File: src/rtl/arbitro_memoria_if.sv
// Bundles the requester, VGA and board-memory signals of the memory arbiter.
// The slave modport is the arbiter's view. The master modport is the view of the
// requesters and memories around it.
interface arbitro_memoria_if #(
  parameter int ADDR_W = 5,
  parameter int DATA_W = 64
);

  // Requester side: three requesters packed by index (0 validador, 1 colisor, 2 pontuacao)
  logic [2:0]          req;
  logic [2:0]          req_we;
  logic [2:0]          req_jogador;
  logic [3*ADDR_W-1:0] req_addr;
  logic [3*DATA_W-1:0] req_wdata;
  logic [2:0]          ack;
  logic                erro;
  logic [DATA_W-1:0]   rdata;

  // VGA read port, served whenever the arbiter is idle
  logic [ADDR_W-1:0]   vga_addr;
  logic                vga_jogador;
  logic [DATA_W-1:0]   vga_data;
  logic                vga_valid;

  // Shared address/data bus to the two player memories
  logic [ADDR_W-1:0]   mem_addr;
  logic [DATA_W-1:0]   mem_data;
  logic                wrenP1;
  logic                wrenP2;
  logic [DATA_W-1:0]   mem_q1;
  logic [DATA_W-1:0]   mem_q2;

  logic                busy;

  modport slave (
    input  req, req_we, req_jogador, req_addr, req_wdata,
    output ack, erro, rdata,
    input  vga_addr, vga_jogador,
    output vga_data, vga_valid,
    output mem_addr, mem_data, wrenP1, wrenP2,
    input  mem_q1, mem_q2,
    output busy
  );

  modport master (
    output req, req_we, req_jogador, req_addr, req_wdata,
    input  ack, erro, rdata,
    output vga_addr, vga_jogador,
    input  vga_data, vga_valid,
    input  mem_addr, mem_data, wrenP1, wrenP2,
    output mem_q1, mem_q2,
    input  busy
  );

endinterface

File: src/rtl/arbitro_memoria.sv
// Round-robin arbiter that gives three requesters and a VGA reader access to two board memories.
// Latency: a request latched at edge N is acknowledged, with erro and rdata, in the cycle after edge N+2.
// Backpressure: requesters hold req until they are latched. The VGA port is served only in IDLE cycles.
module arbitro_memoria #(
  parameter int ADDR_W   = 5,
  parameter int DATA_W   = 64,
  parameter int MAX_ADDR = 10
) (
  input  logic              clk,
  input  logic              resetGeral,
  arbitro_memoria_if.slave  bus
);

  typedef enum logic [1:0] {
    IDLE   = 2'd0,
    ACCESS = 2'd1,
    ACK    = 2'd2
  } state_t;

  localparam int unsigned MAX_A = MAX_ADDR;

  state_t              state_q, state_d;

  // Round-robin pointer: the index of the requester granted most recently
  logic [1:0]          last_q;

  // Transaction latched when a request wins in IDLE
  logic [1:0]          win_q;
  logic                we_q;
  logic                jog_q;
  logic [ADDR_W-1:0]   addr_q;
  logic [DATA_W-1:0]   wdata_q;

  // Registered response
  logic [2:0]          ack_q;
  logic                erro_q;
  logic [DATA_W-1:0]   rdata_q;

  // VGA pipeline: marks a cycle whose mem_q comes from a VGA address
  logic                vga_valid_q;
  logic                vga_jog_q;
  logic [DATA_W-1:0]   vga_hold_q;
  logic [DATA_W-1:0]   vga_data_c;

  // Arbitration and selection
  logic [1:0]          cand0, cand1, cand2;
  logic [1:0]          pick;
  logic                sel_we;
  logic                sel_jog;
  logic [ADDR_W-1:0]   sel_addr;
  logic [DATA_W-1:0]   sel_wdata;
  logic                any_req;
  logic                addr_ok;

  // Datapath driven by the FSM
  logic [ADDR_W-1:0]   mem_addr_c;
  logic                wren_p1_c;
  logic                wren_p2_c;
  logic                busy_c;

  function automatic logic [1:0] rr_next(input logic [1:0] i);
    return (i >= 2'd2) ? 2'd0 : i + 2'd1;
  endfunction

  assign any_req = |bus.req;
  assign addr_ok = (32'(addr_q) <= MAX_A);

  // Round-robin search that starts at the requester after the last one granted
  always_comb begin
    cand0 = rr_next(last_q);
    cand1 = rr_next(cand0);
    cand2 = rr_next(cand1);
    pick  = cand0;
    if (bus.req[cand0]) begin
      pick = cand0;
    end else if (bus.req[cand1]) begin
      pick = cand1;
    end else if (bus.req[cand2]) begin
      pick = cand2;
    end
  end

  // Mux the winner's command fields out of the packed request buses
  always_comb begin
    sel_we    = 1'b0;
    sel_jog   = 1'b0;
    sel_addr  = '0;
    sel_wdata = '0;
    for (int i = 0; i < 3; i++) begin
      if (pick == 2'(i)) begin
        sel_we    = bus.req_we[i];
        sel_jog   = bus.req_jogador[i];
        sel_addr  = bus.req_addr[i*ADDR_W +: ADDR_W];
        sel_wdata = bus.req_wdata[i*DATA_W +: DATA_W];
      end
    end
  end

  // FSM state register
  always_ff @(posedge clk or posedge resetGeral) begin
    if (resetGeral) begin
      state_q <= IDLE;
    end else begin
      state_q <= state_d;
    end
  end

  // Next state and memory-bus control. The VGA address owns the bus whenever the FSM is idle.
  always_comb begin
    state_d    = state_q;
    mem_addr_c = bus.vga_addr;
    wren_p1_c  = 1'b0;
    wren_p2_c  = 1'b0;
    busy_c     = 1'b1;
    case (state_q)
      IDLE: begin
        busy_c = 1'b0;
        if (any_req) begin
          state_d = ACCESS;
        end
      end
      ACCESS: begin
        mem_addr_c = addr_q;
        wren_p1_c  = we_q & ~jog_q & addr_ok;
        wren_p2_c  = we_q &  jog_q & addr_ok;
        state_d    = ACK;
      end
      ACK: begin
        // Keep the address stable while the read data from ACCESS is captured
        mem_addr_c = addr_q;
        state_d    = IDLE;
      end
      default: begin
        busy_c  = 1'b0;
        state_d = IDLE;
      end
    endcase
  end

  // Latch the winning command and advance the round-robin pointer
  always_ff @(posedge clk or posedge resetGeral) begin
    if (resetGeral) begin
      last_q  <= 2'd2;
      win_q   <= 2'd0;
      we_q    <= 1'b0;
      jog_q   <= 1'b0;
      addr_q  <= '0;
      wdata_q <= '0;
    end else if (state_q == IDLE && any_req) begin
      last_q  <= pick;
      win_q   <= pick;
      we_q    <= sel_we;
      jog_q   <= sel_jog;
      addr_q  <= sel_addr;
      wdata_q <= sel_wdata;
    end
  end

  // Register the response at the end of ACK. mem_q then holds the row that was read in ACCESS.
  always_ff @(posedge clk or posedge resetGeral) begin
    if (resetGeral) begin
      ack_q   <= 3'b000;
      erro_q  <= 1'b0;
      rdata_q <= '0;
    end else if (state_q == ACK) begin
      ack_q   <= 3'b001 << win_q;
      erro_q  <= ~addr_ok;
      rdata_q <= addr_ok ? (jog_q ? bus.mem_q2 : bus.mem_q1) : '0;
    end else begin
      ack_q   <= 3'b000;
      erro_q  <= 1'b0;
    end
  end

  // Track which cycles return VGA data, and hold the last VGA row shown
  always_ff @(posedge clk or posedge resetGeral) begin
    if (resetGeral) begin
      vga_valid_q <= 1'b0;
      vga_jog_q   <= 1'b0;
      vga_hold_q  <= '0;
    end else begin
      vga_valid_q <= (state_q == IDLE);
      vga_jog_q   <= bus.vga_jogador;
      vga_hold_q  <= vga_data_c;
    end
  end

  assign vga_data_c = vga_valid_q ? (vga_jog_q ? bus.mem_q2 : bus.mem_q1) : vga_hold_q;

  assign bus.ack       = ack_q;
  assign bus.erro      = erro_q;
  assign bus.rdata     = rdata_q;
  assign bus.vga_data  = vga_data_c;
  assign bus.vga_valid = vga_valid_q;
  assign bus.mem_addr  = mem_addr_c;
  assign bus.mem_data  = wdata_q;
  assign bus.wrenP1    = wren_p1_c;
  assign bus.wrenP2    = wren_p2_c;
  assign bus.busy      = busy_c;

  // The two memories are never written together, and never written outside ACCESS
  a_wren_excl : assert property (@(posedge clk) disable iff (resetGeral)
    !(wren_p1_c && wren_p2_c));
  a_wren_access : assert property (@(posedge clk) disable iff (resetGeral)
    (wren_p1_c || wren_p2_c) |-> (state_q == ACCESS));

endmodule

File: src/flat_wrapper.sv
// flat-port wrapper written by rule: the top's interface ports become plain ports
module arbitro_memoria_flat 
#(
  parameter int ADDR_W   = 5,
  parameter int DATA_W   = 64,
  parameter int MAX_ADDR = 10
)
  (clk, resetGeral, bus_req, bus_req_we, bus_req_jogador, bus_req_addr, bus_req_wdata, bus_ack, bus_erro, bus_rdata, bus_vga_addr, bus_vga_jogador, bus_vga_data, bus_vga_valid, bus_mem_addr, bus_mem_data, bus_wrenP1, bus_wrenP2, bus_mem_q1, bus_mem_q2, bus_busy);
  arbitro_memoria_if #(.ADDR_W(ADDR_W), .DATA_W(DATA_W)) bus_i ();
  input  logic clk;
  input  logic resetGeral;
  input wire logic [$bits(bus_i.req)-1:0] bus_req;
  input wire logic [$bits(bus_i.req_we)-1:0] bus_req_we;
  input wire logic [$bits(bus_i.req_jogador)-1:0] bus_req_jogador;
  input wire logic [$bits(bus_i.req_addr)-1:0] bus_req_addr;
  input wire logic [$bits(bus_i.req_wdata)-1:0] bus_req_wdata;
  output wire logic [$bits(bus_i.ack)-1:0] bus_ack;
  output wire logic [$bits(bus_i.erro)-1:0] bus_erro;
  output wire logic [$bits(bus_i.rdata)-1:0] bus_rdata;
  input wire logic [$bits(bus_i.vga_addr)-1:0] bus_vga_addr;
  input wire logic [$bits(bus_i.vga_jogador)-1:0] bus_vga_jogador;
  output wire logic [$bits(bus_i.vga_data)-1:0] bus_vga_data;
  output wire logic [$bits(bus_i.vga_valid)-1:0] bus_vga_valid;
  output wire logic [$bits(bus_i.mem_addr)-1:0] bus_mem_addr;
  output wire logic [$bits(bus_i.mem_data)-1:0] bus_mem_data;
  output wire logic [$bits(bus_i.wrenP1)-1:0] bus_wrenP1;
  output wire logic [$bits(bus_i.wrenP2)-1:0] bus_wrenP2;
  input wire logic [$bits(bus_i.mem_q1)-1:0] bus_mem_q1;
  input wire logic [$bits(bus_i.mem_q2)-1:0] bus_mem_q2;
  output wire logic [$bits(bus_i.busy)-1:0] bus_busy;
  assign bus_i.req = bus_req;
  assign bus_i.req_we = bus_req_we;
  assign bus_i.req_jogador = bus_req_jogador;
  assign bus_i.req_addr = bus_req_addr;
  assign bus_i.req_wdata = bus_req_wdata;
  assign bus_ack = bus_i.ack;
  assign bus_erro = bus_i.erro;
  assign bus_rdata = bus_i.rdata;
  assign bus_i.vga_addr = bus_vga_addr;
  assign bus_i.vga_jogador = bus_vga_jogador;
  assign bus_vga_data = bus_i.vga_data;
  assign bus_vga_valid = bus_i.vga_valid;
  assign bus_mem_addr = bus_i.mem_addr;
  assign bus_mem_data = bus_i.mem_data;
  assign bus_wrenP1 = bus_i.wrenP1;
  assign bus_wrenP2 = bus_i.wrenP2;
  assign bus_i.mem_q1 = bus_mem_q1;
  assign bus_i.mem_q2 = bus_mem_q2;
  assign bus_busy = bus_i.busy;
  arbitro_memoria #(.ADDR_W(ADDR_W), .DATA_W(DATA_W), .MAX_ADDR(MAX_ADDR)) u_core (.clk(clk), .resetGeral(resetGeral), .bus(bus_i));
endmodule
File: config.mk
export PLATFORM = sky130hd
export DESIGN_NAME = arbitro_memoria_flat
export DESIGN_NICKNAME = d
export VERILOG_FILES = /design/src/rtl/arbitro_memoria_if.sv /design/src/rtl/arbitro_memoria.sv /design/src/flat_wrapper.sv
export SDC_FILE = /design/constraint.sdc
export NUM_CORES = 1
export LEC_CHECK = 0
export ABC_AREA = 1
export BUFFER_PORTS_ARGS = -buffer_cell sky130_fd_sc_hd__buf_2
export CORE_AREA = 2 2 214 216
export CTS_BUF_LIST = sky130_fd_sc_hd__clkbuf_8
export DETAILED_ROUTE_END_ITERATION = 7
export DIE_AREA = 0 0 216 218
export SLEW_MARGIN = 20
export SYNTH_ARGS = -nofsm -noshare
export SYNTH_HDL_FRONTEND = slang
export SYNTH_SLANG_ARGS = --single-unit
export TNS_END_PERCENT = 20
File: constraint.sdc
create_clock -name clk -period 6.7 [get_ports clk]
set_input_delay 1.34 -clock clk [delete_from_list [all_inputs] [get_ports clk]]
set_output_delay 1.34 -clock clk [all_outputs]
set_load 0.01 [all_outputs]
==> results of run 1 <==
area by class of cell:
class	instances	area, µm²
fillers	4847	29400
flip-flops and latches	210	5260
multi-input cells	1120	5140
repair buffers	572	2930
clock buffers	59	812
well taps	600	751
inverters	104	399
clock inverters	18	180
diodes	15	37.5
final timing paths:
path                       slack (ns)  depth (start not counted)                                   to
max in group asynchronous        4.44                          3       u_core.bus.vga_valid$_DFF_PP0_
max reg2reg                      3.77                         11   u_core.bus.mem_data[8]$_DFFE_PP0P_
min                              0.46                          1          u_core.bus.ack[0]$_DFF_PP0_
min in group asynchronous        0.80                          2  u_core.bus.mem_data[48]$_DFFE_PP0P_
min reg2reg                      0.46                          1          u_core.bus.ack[0]$_DFF_PP0_
max                              2.56                          4                     bus_vga_data[62]
stage by stage:
stage	area [µm²]	util, %	total power, mW
3_5_place_dp	14500	32.3	6.37
4_1_cts	15500	34.5	7.98
6_report	15500	34.6	7.89
3_3_place_gp	14500	32.3	6.28
2_1_floorplan	11200	-	4.78
5_1_grt	15500	34.5	8.54
flip-flops by register name, indices dropped and copies added (netlist names), 2 cells and up:
signal	cells
u_core.state_q	2
u_core.addr_q	5
u_core.bus.mem_data	64
u_core.bus.ack	3
u_core.win_q	2
u_core.vga_hold_q	64
u_core.bus.rdata	64
cell usage in the layout, fill, tap and decap left out, types with 5 or more instances in the layout:
cell type  count
nand2_1      606
buf_2        556
dfrtp_1      207
nor2_1       177
inv_1        109
nand3_1       99
a21oi_1       66
o2111ai_1     64
o21a_1        64
clkbuf_8      59
diode_2       15
buf_4         14
nand4_1       11
o21ai_0        5
or2_2          5
power groups by stage:
stage / clock [mW] / combinational [mW] / sequential [mW]
6_report: 1.55 / 4.09 / 2.25
3_3_place_gp: 0 / 4.03 / 2.25
5_1_grt: 1.66 / 4.55 / 2.32
3_5_place_dp: 0 / 4.11 / 2.25
4_1_cts: 1.61 / 4.11 / 2.25
2_1_floorplan: 0 / 2.50 / 2.28
metal layers:
metal | wire (µm) | vias up
met5 | 90 | -
met4 | 1500 | 14
met3 | 4340 | 106
met2 | 23200 | 609
met1 | 19200 | 5943
li1 | - | 5970
kinds of logic (layout without fill, tap and decap cells):
family / after synthesis / count (layout)
multiplexers: 4 / 4
buffers and inverters: 214 / 753
AND/OR/NAND/NOR: 910 / 910
other: 0 / 15
flip-flops: 210 / 210
adder cells (fa/ha/maj): 3 / 3
AO/OA/AOI/OAI: 203 / 203
==> metrics.csv, run 1 <==
stage;metric;value;unit
power_and_ir_drop;intPower;4.19;mW
setup_path;cp.required;5.36;ns
setup_path;slowest_delay;0.99;ns
sta;tightest_slew;0.965;ns
synthesis;synth_enable_flop_cells;0;
synthesis;synthSimpleGateAreaFrac;32.2;%
power_and_ir_drop;switching_share;46.9;%
sta;fin_setup_tns;0;ns
grt;top_usage_layer;met2;
clock_network;cts_buffer_depth;3;
power_and_ir_drop;combinationalPowerShare;51.8;%
setup_path;cp_slowest_cell;dfrtp_4;
route;dr_total_vias;12600;
grt;grt_max_degree;125;
floorplan;die_y;218;µm
synthesis;netlist_area;0.0112;mm²
place;pre_cts_ws;2.93;ns
sta;hold_ws;0.459;ns
sta;rsz0062_at_grt;no;
cells_and_area;fin_cells;2698;
clock_network;cts_root_buf;clkbuf_8;
synthesis;ys_types;28;
run;maxCapViolCount;0;
route;drcViolationCount;0;
synthesis;yosysMostFrequentCell;nand2_1;
floorplan;initial_core_util;25.0;%
power_and_ir_drop;switchingPower;3.70;mW
power_and_ir_drop;vdd_drop_max;228;µV
synthesis;ys_seq_elements;210;
min_path;hp-class;flip-flop to flip-flop;
place;portBuffers;556;
route;vias_per_cell;4.69;
grt;met2_usage;33.0;%
grt;use_met3;6.05;%
floorplan;dieWidth;216;µm
clock_network;clkLatencyLatePin;0.59;ns
synthesis;synth_area_leaders;dfrtp_1 (47%), nand2_1 (20%), nor2_1 (6.0%), o2111ai_1 (5.0%), nand3_1 (4.4%);
sta;period_share;61.8;%
setup_path;cp-end-kind;output pin;
synthesis;synth_top_family_by_area;simple AND/OR/NAND/NOR gates;
synthesis;synth_common_cells;nand2_1 (606), dfrtp_1 (209), nor2_1 (178);
setup_path;startpoint_type;flip-flop;
grt;grt_use_met1;24.1;%
cells_and_area;final_nets;2405;
grt;grt_pass1_vias;12300;
floorplan;placementRows;78;
synthesis;synth_compound_area_share;12.7;%
grt;grt_pass1_wl;73000;µm
clock_network;clk_pin_slew_worst_paths;0.06;ns
sta;slew_headroom;35.7;%
sta;finalClockSkew;0.0381;ns
sta;setup_viol;0;
setup_path;r2r-start;u_core.last_q[1]$_DFFE_PP1P_;
clock_network;post_cts.repair.setup_buffers;0;
floorplan;ios;557;
sta;hold_viol;0;
synthesis;synth-warning-count;0;
synthesis;synth-async-reset-ratio;100;%
setup_path;cp.arrival;2.80;ns
synthesis;synth-xor-area-share;0;%
sta;finalCriticalPeriod;4.14;ns
place;hpwl;35200;µm
route;routed_wl;48400;µm
synthesis;syn_inst;1544;
power_and_ir_drop;p_leak;8.66;nW
clock_network;cts_tree;done;
synthesis;synth_top_flop_cell;dfrtp_1;
power_and_ir_drop;pwr-share-seq;28.5;%
route;postRouteAntennaNets;0;
route;first_pass_iters;6;
setup_path;critical_path_class;flip-flop to output pin;
synthesis;synth_mux_area_share;0.401;%
min_path;min_from;u_core.win_q[1]$_DFFE_PP0P_;
clock_network;cts_buffers;42;
power_and_ir_drop;p_clk_share;19.7;%
grt;antenna_found_initial;28;
synthesis;synthAdderAreaFrac;0.335;%
cells_and_area;final_layout_size_suffix_gt1_share;31.9;%
synthesis;syn_nets;1899;
sta;worst_slack;2.56;ns
synthesis;synth_largest_area_cell;dfrtp_1;
clock_network;cts-resized-gates;0;
synthesis;synth_top_area_share;46.6;%
clock_network;clock_sinks;210;
power_and_ir_drop;pwr_density_cell;509;mW/mm²
grt;grt_usage;19.9;%
floorplan;fp.coreArea;0.0449;mm²
synthesis;avgSynthCellArea;7.27;µm²
setup_path;path_max_fanout;84;
route;dr.first_iter.drc_count;919;
cells_and_area;area_growth;38.3;%
place;place_congestion;0.958;
synthesis;seq_area_frac_synth;46.8;%
setup_path;worstSetupStartpoint;u_core.bus.vga_valid$_DFF_PP0_;
clock_network;hold_buffers;0;
sta;drv_slew;0;
floorplan;dieArea;0.0471;mm²
clock_network;htree_num_levels;2;
status;outcome;finished clean;
setup_path;crit_chain;buf_4 -> nor2_1 -> a21oi_1 -> buf_2;
setup_path;cp.buffers_inverters;2;
setup_path;crit_family;flip-flops;
route;wl_per_cell;17.9;µm
grt;grt_overflow;0;
sta;max_freq;0.242;GHz
place;dp.cells;2606;
Power figures use the tool's default switching activity.
==> run 2, diff against run 1 <==
--- a/config.mk
+++ b/config.mk
@@ -5,12 +5,12 @@
 export SDC_FILE = /design/constraint.sdc
 export NUM_CORES = 1
 export LEC_CHECK = 0
-export ABC_AREA = 1
+export ABC_AREA = 0
 export BUFFER_PORTS_ARGS = -buffer_cell sky130_fd_sc_hd__buf_2
-export CORE_AREA = 2 2 214 216
+export CORE_AREA = 2 2 219 221
 export CTS_BUF_LIST = sky130_fd_sc_hd__clkbuf_8
 export DETAILED_ROUTE_END_ITERATION = 7
-export DIE_AREA = 0 0 216 218
+export DIE_AREA = 0 0 221 223
 export SLEW_MARGIN = 20
 export SYNTH_ARGS = -nofsm -noshare
 export SYNTH_HDL_FRONTEND = slang
==> constraint.sdc (replaced) <==
create_clock -name clk -period 4.04 [get_ports clk]
set_input_delay 0.808 -clock clk [delete_from_list [all_inputs] [get_ports clk]]
set_output_delay 0.808 -clock clk [all_outputs]
set_load 0.01 [all_outputs]
==> run 2 against run 1 <==
Via count fell by 20%. Global-route usage fell by 4.3 points. Register-to-register slack got worse by 2.1 ns. Cell count fell by 16%. Combinational power rose by 43%. Clock power rose by 41%. Core utilization fell by 2.3 points. Largest cell class unchanged.
==> metrics.csv, run 2 <==
stage;metric;value;unit;change
sta;drv_slew;0;;unchanged
clock_network;cts_buffer_depth;3;;unchanged
floorplan;placementRows;80;;+2.6%
grt;grt_pass1_wl;60600;µm;-17%
synthesis;synth_top_flop_cell;dfrtp_1;;
route;drcViolationCount;0;;unchanged
sta;period_share;77.7;%;
floorplan;dieWidth;221;µm;+2.3%
cells_and_area;multi_input_area;0.00500;mm²;-2.8%
setup_path;reg2reg_depth;4;;-7
cells_and_area;regArea;0.00527;mm²;about the same
route;vias_per_cell;4.50;;-3.9%
clock_network;cts_tree;done;;
clock_network;clock_sinks;210;;unchanged
power_and_ir_drop;pwr_density_cell;778;mW/mm²;+53%
power_and_ir_drop;p_leak;7.54;nW;-13%
route;dr.first_iter.drc_count;429;;-53%
sta;setup_viol;0;;unchanged
route;postRouteAntennaNets;0;;unchanged
grt;antenna_found_initial;7;;-75%
cells_and_area;area_growth;39.4;%;
synthesis;syn_nets;1433;;-25%
grt;top_usage_layer;met2;;
synthesis;synth_top_area_share;48.0;%;+1.4 points
run;maxCapViolCount;0;;unchanged
synthesis;synth_common_cells;dfrtp_1 (209), nand2_1 (139), mux2i_1 (134);;
min_path;min_to;u_core.vga_jog_q$_DFF_PP0_;;
synthesis;synth_largest_area_cell;dfrtp_1;;
sta;finalClockSkew;0.0284;ns;-0.00979 ns
clock_network;clk_pin_slew_worst_paths;0.06;ns;about the same
setup_path;startpoint_type;flip-flop;;
sta;finalCriticalPeriod;3.14;ns;
route;wl_per_cell;17.6;µm;-1.8%
grt;grt_max_degree;74;;-41%
place;place_congestion;0.859;;-10%
clock_network;post_cts.repair.setup_buffers;0;;unchanged
status;outcome;finished clean;;
sta;hold_viol;0;;unchanged
min_path;min_from;bus_vga_jogador;;
cells_and_area;final_nets;1962;;-18%
setup_path;path_max_fanout;33;;-61%
synthesis;seq_area_frac_synth;48.3;%;+1.4 points
synthesis;synth-async-reset-ratio;100;%;unchanged
synthesis;synth-warning-count;0;;unchanged
place;portBuffers;556;;unchanged
floorplan;ios;557;;unchanged
min_path;hp-class;primary input to flip-flop;;
sta;fin_setup_tns;0;ns;unchanged
synthesis;netlist_area;0.0109;mm²;-2.9%
synthesis;syn_inst;1078;;-30%
setup_path;critical_path_class;flip-flop to output pin;;
grt;grt_overflow;0;;unchanged
cells_and_area;fin_cells;2255;;-16%
clock_network;clkLatencyLatePin;0.58;ns;about the same
clock_network;cts_buffers;42;;unchanged
cells_and_area;final_common_cell;buf_2;;
grt;grt_use_met1;18.5;%;-5.6 points
grt;grt_pass1_vias;10400;;-15%
floorplan;die_y;223;µm;+2.3%
clock_network;hold_buffers;0;;unchanged
setup_path;slowest_delay;0.82;ns;-0.17 ns
cells_and_area;final_layout_size_suffix_gt1_share;46.5;%;+15 points
setup_path;crit_chain;buf_4 -> mux2i_1 -> a21oi_1 -> buf_2;;
sta;tightest_slew;0.832;ns;-0.133 ns
grt;use_met3;4.10;%;-2.0 points
cells_and_area;fill_cells;4902;;+1.1%
setup_path;cp.arrival;2.33;ns;-0.47 ns
setup_path;cp.buffers_inverters;2;;unchanged
setup_path;r2r-start;u_core.last_q[1]$_DFFE_PP1P_;;
sta;max_freq;0.319;GHz;
floorplan;dieArea;0.0493;mm²;+4.7%
synthesis;synth_enable_flop_cells;0;;unchanged
floorplan;fp.coreArea;0.0471;mm²;+5.0%
synthesis;ys_seq_elements;210;;unchanged
clock_network;htree_num_levels;2;;unchanged
power_and_ir_drop;vdd_drop_max;404;µV;+78%
grt;grt_usage;15.6;%;-4.3 points
synthesis;synth_area_leaders;dfrtp_1 (48%), mux2i_1 (12%), mux2_2 (7.1%), o211ai_2 (5.6%), nand2_1 (4.8%);;
setup_path;cp_slowest_cell;dfrtp_4;;
sta;rsz0062_at_grt;no;;
floorplan;initial_core_util;23.1;%;-1.9 points
synthesis;yosysMostFrequentCell;dfrtp_1;;
sta;slew_headroom;44.5;%;+8.8 points
min_path;min_path_cells;1;;unchanged
setup_path;r2r_end;u_core.addr_q[1]$_DFFE_PP0P_;;
cells_and_area;final_cell_mix;buf_2 (556), dfrtp_1 (206), nand2_1 (138);;
route;first_pass_iters;5;;-1
clock_network;cts_root_buf;clkbuf_8;;
setup_path;crit_family;flip-flops;;
synthesis;ys_types;33;;+18%
synthesis;avgSynthCellArea;10.1;µm²;+39%
setup_path;cp.required;3.23;ns;-2.13 ns
grt;met2_usage;27.3;%;-5.7 points
clock_network;cts-resized-gates;0;;unchanged
setup_path;r2r_setup_slack;1.63;ns;-2.14 ns
route;dr_total_vias;10200;;-20%
place;hpwl;29800;µm;-15%
place;dp.cells;2178;;-16%
setup_path;cp-end-kind;output pin;;
route;routed_wl;39700;µm;-18%
run 2: changes by cell type after synthesis, sizes merged, moves of 29 or more:
cell | before | now
clkbuf | 74 | 44
inv | 104 | 71
mux2 | 4 | 69
mux2i | 0 | 134
nand2 | 607 | 139
nand3 | 99 | 70
nor2 | 181 | 66
o2111ai | 64 | 0
o211ai | 0 | 70
o21a | 64 | 2
o22ai | 0 | 64
run 2: cell type report:
class                      instances  share of cell area [%]
antenna                            4                  0.0659
multi-input combinational        707                    32.9
clock inverter                    23                   0.972
sequential                       210                    34.7
tap                              615                    5.07
timing repair buffer             575                    20.0
inverter                          71                    1.78
clock buffer                      50                    4.53
run 2: cells by family after synthesis:
family | Yosys count | synth area share [%]
adders and majority gates | 3 | 0.345
muxes | 203 | 19.4
and+or+nand+nor | 290 | 11.2
DFF | 210 | 48.3
buffers and inverters | 161 | 6.17
AOI/OAI and AO/OA | 211 | 14.6
run 2: through the flow:
stage	area (µm²)	power (mW)	util [%]	setup slack [ns]	hold slack (ns)
3_3_place_gp	14300	9.63	30.4	1.21	0.469
6_report	15200	11.8	32.2	0.900	0.355
5_1_grt	15200	12.7	32.2	0.717	0.294
4_1_cts	15200	12.0	32.2	0.835	0.284
2_1_floorplan	10900	7.39	-	0.505	0.445
3_5_place_dp	14300	9.76	30.4	1.13	0.464
run 2: how the worst max path moves through the flow:
stage	cells after the start	to	start	slack, ns
6_report	4	bus_vga_data[54]	u_core.vga_jog_q$_DFF_PP0_	0.90
2_1_floorplan	1	u_core.addr_q[0]$_DFFE_PP0P_	resetGeral	0.50
3_5_place_dp	5	u_core.bus.mem_data[20]$_DFFE_PP0P_	bus_req[0]	1.13
4_1_cts	4	bus_vga_data[54]	u_core.vga_jog_q$_DFF_PP0_	0.83
3_3_place_gp	5	u_core.addr_q[2]$_DFFE_PP0P_	bus_req[0]	1.21
5_1_grt	4	bus_vga_data[54]	u_core.vga_jog_q$_DFF_PP0_	0.72
run 2: per-layer routing:
metal	up-vias	share of wire [%]	routed length, µm
met5	-	0.033	13
met4	2	2.0	812
met3	55	6.5	2590
met2	401	51	20100
met1	4862	41	16200
li1	4836	-	-
run 2: power breakdown:
part | total [mW] | leakage (nW) | switching, mW | internal, mW
sequential | 3.77 | 2.55 | 0.610 | 3.16
clock | 2.19 | 0.495 | 0.947 | 1.24
combinational | 5.85 | 4.50 | 3.48 | 2.36
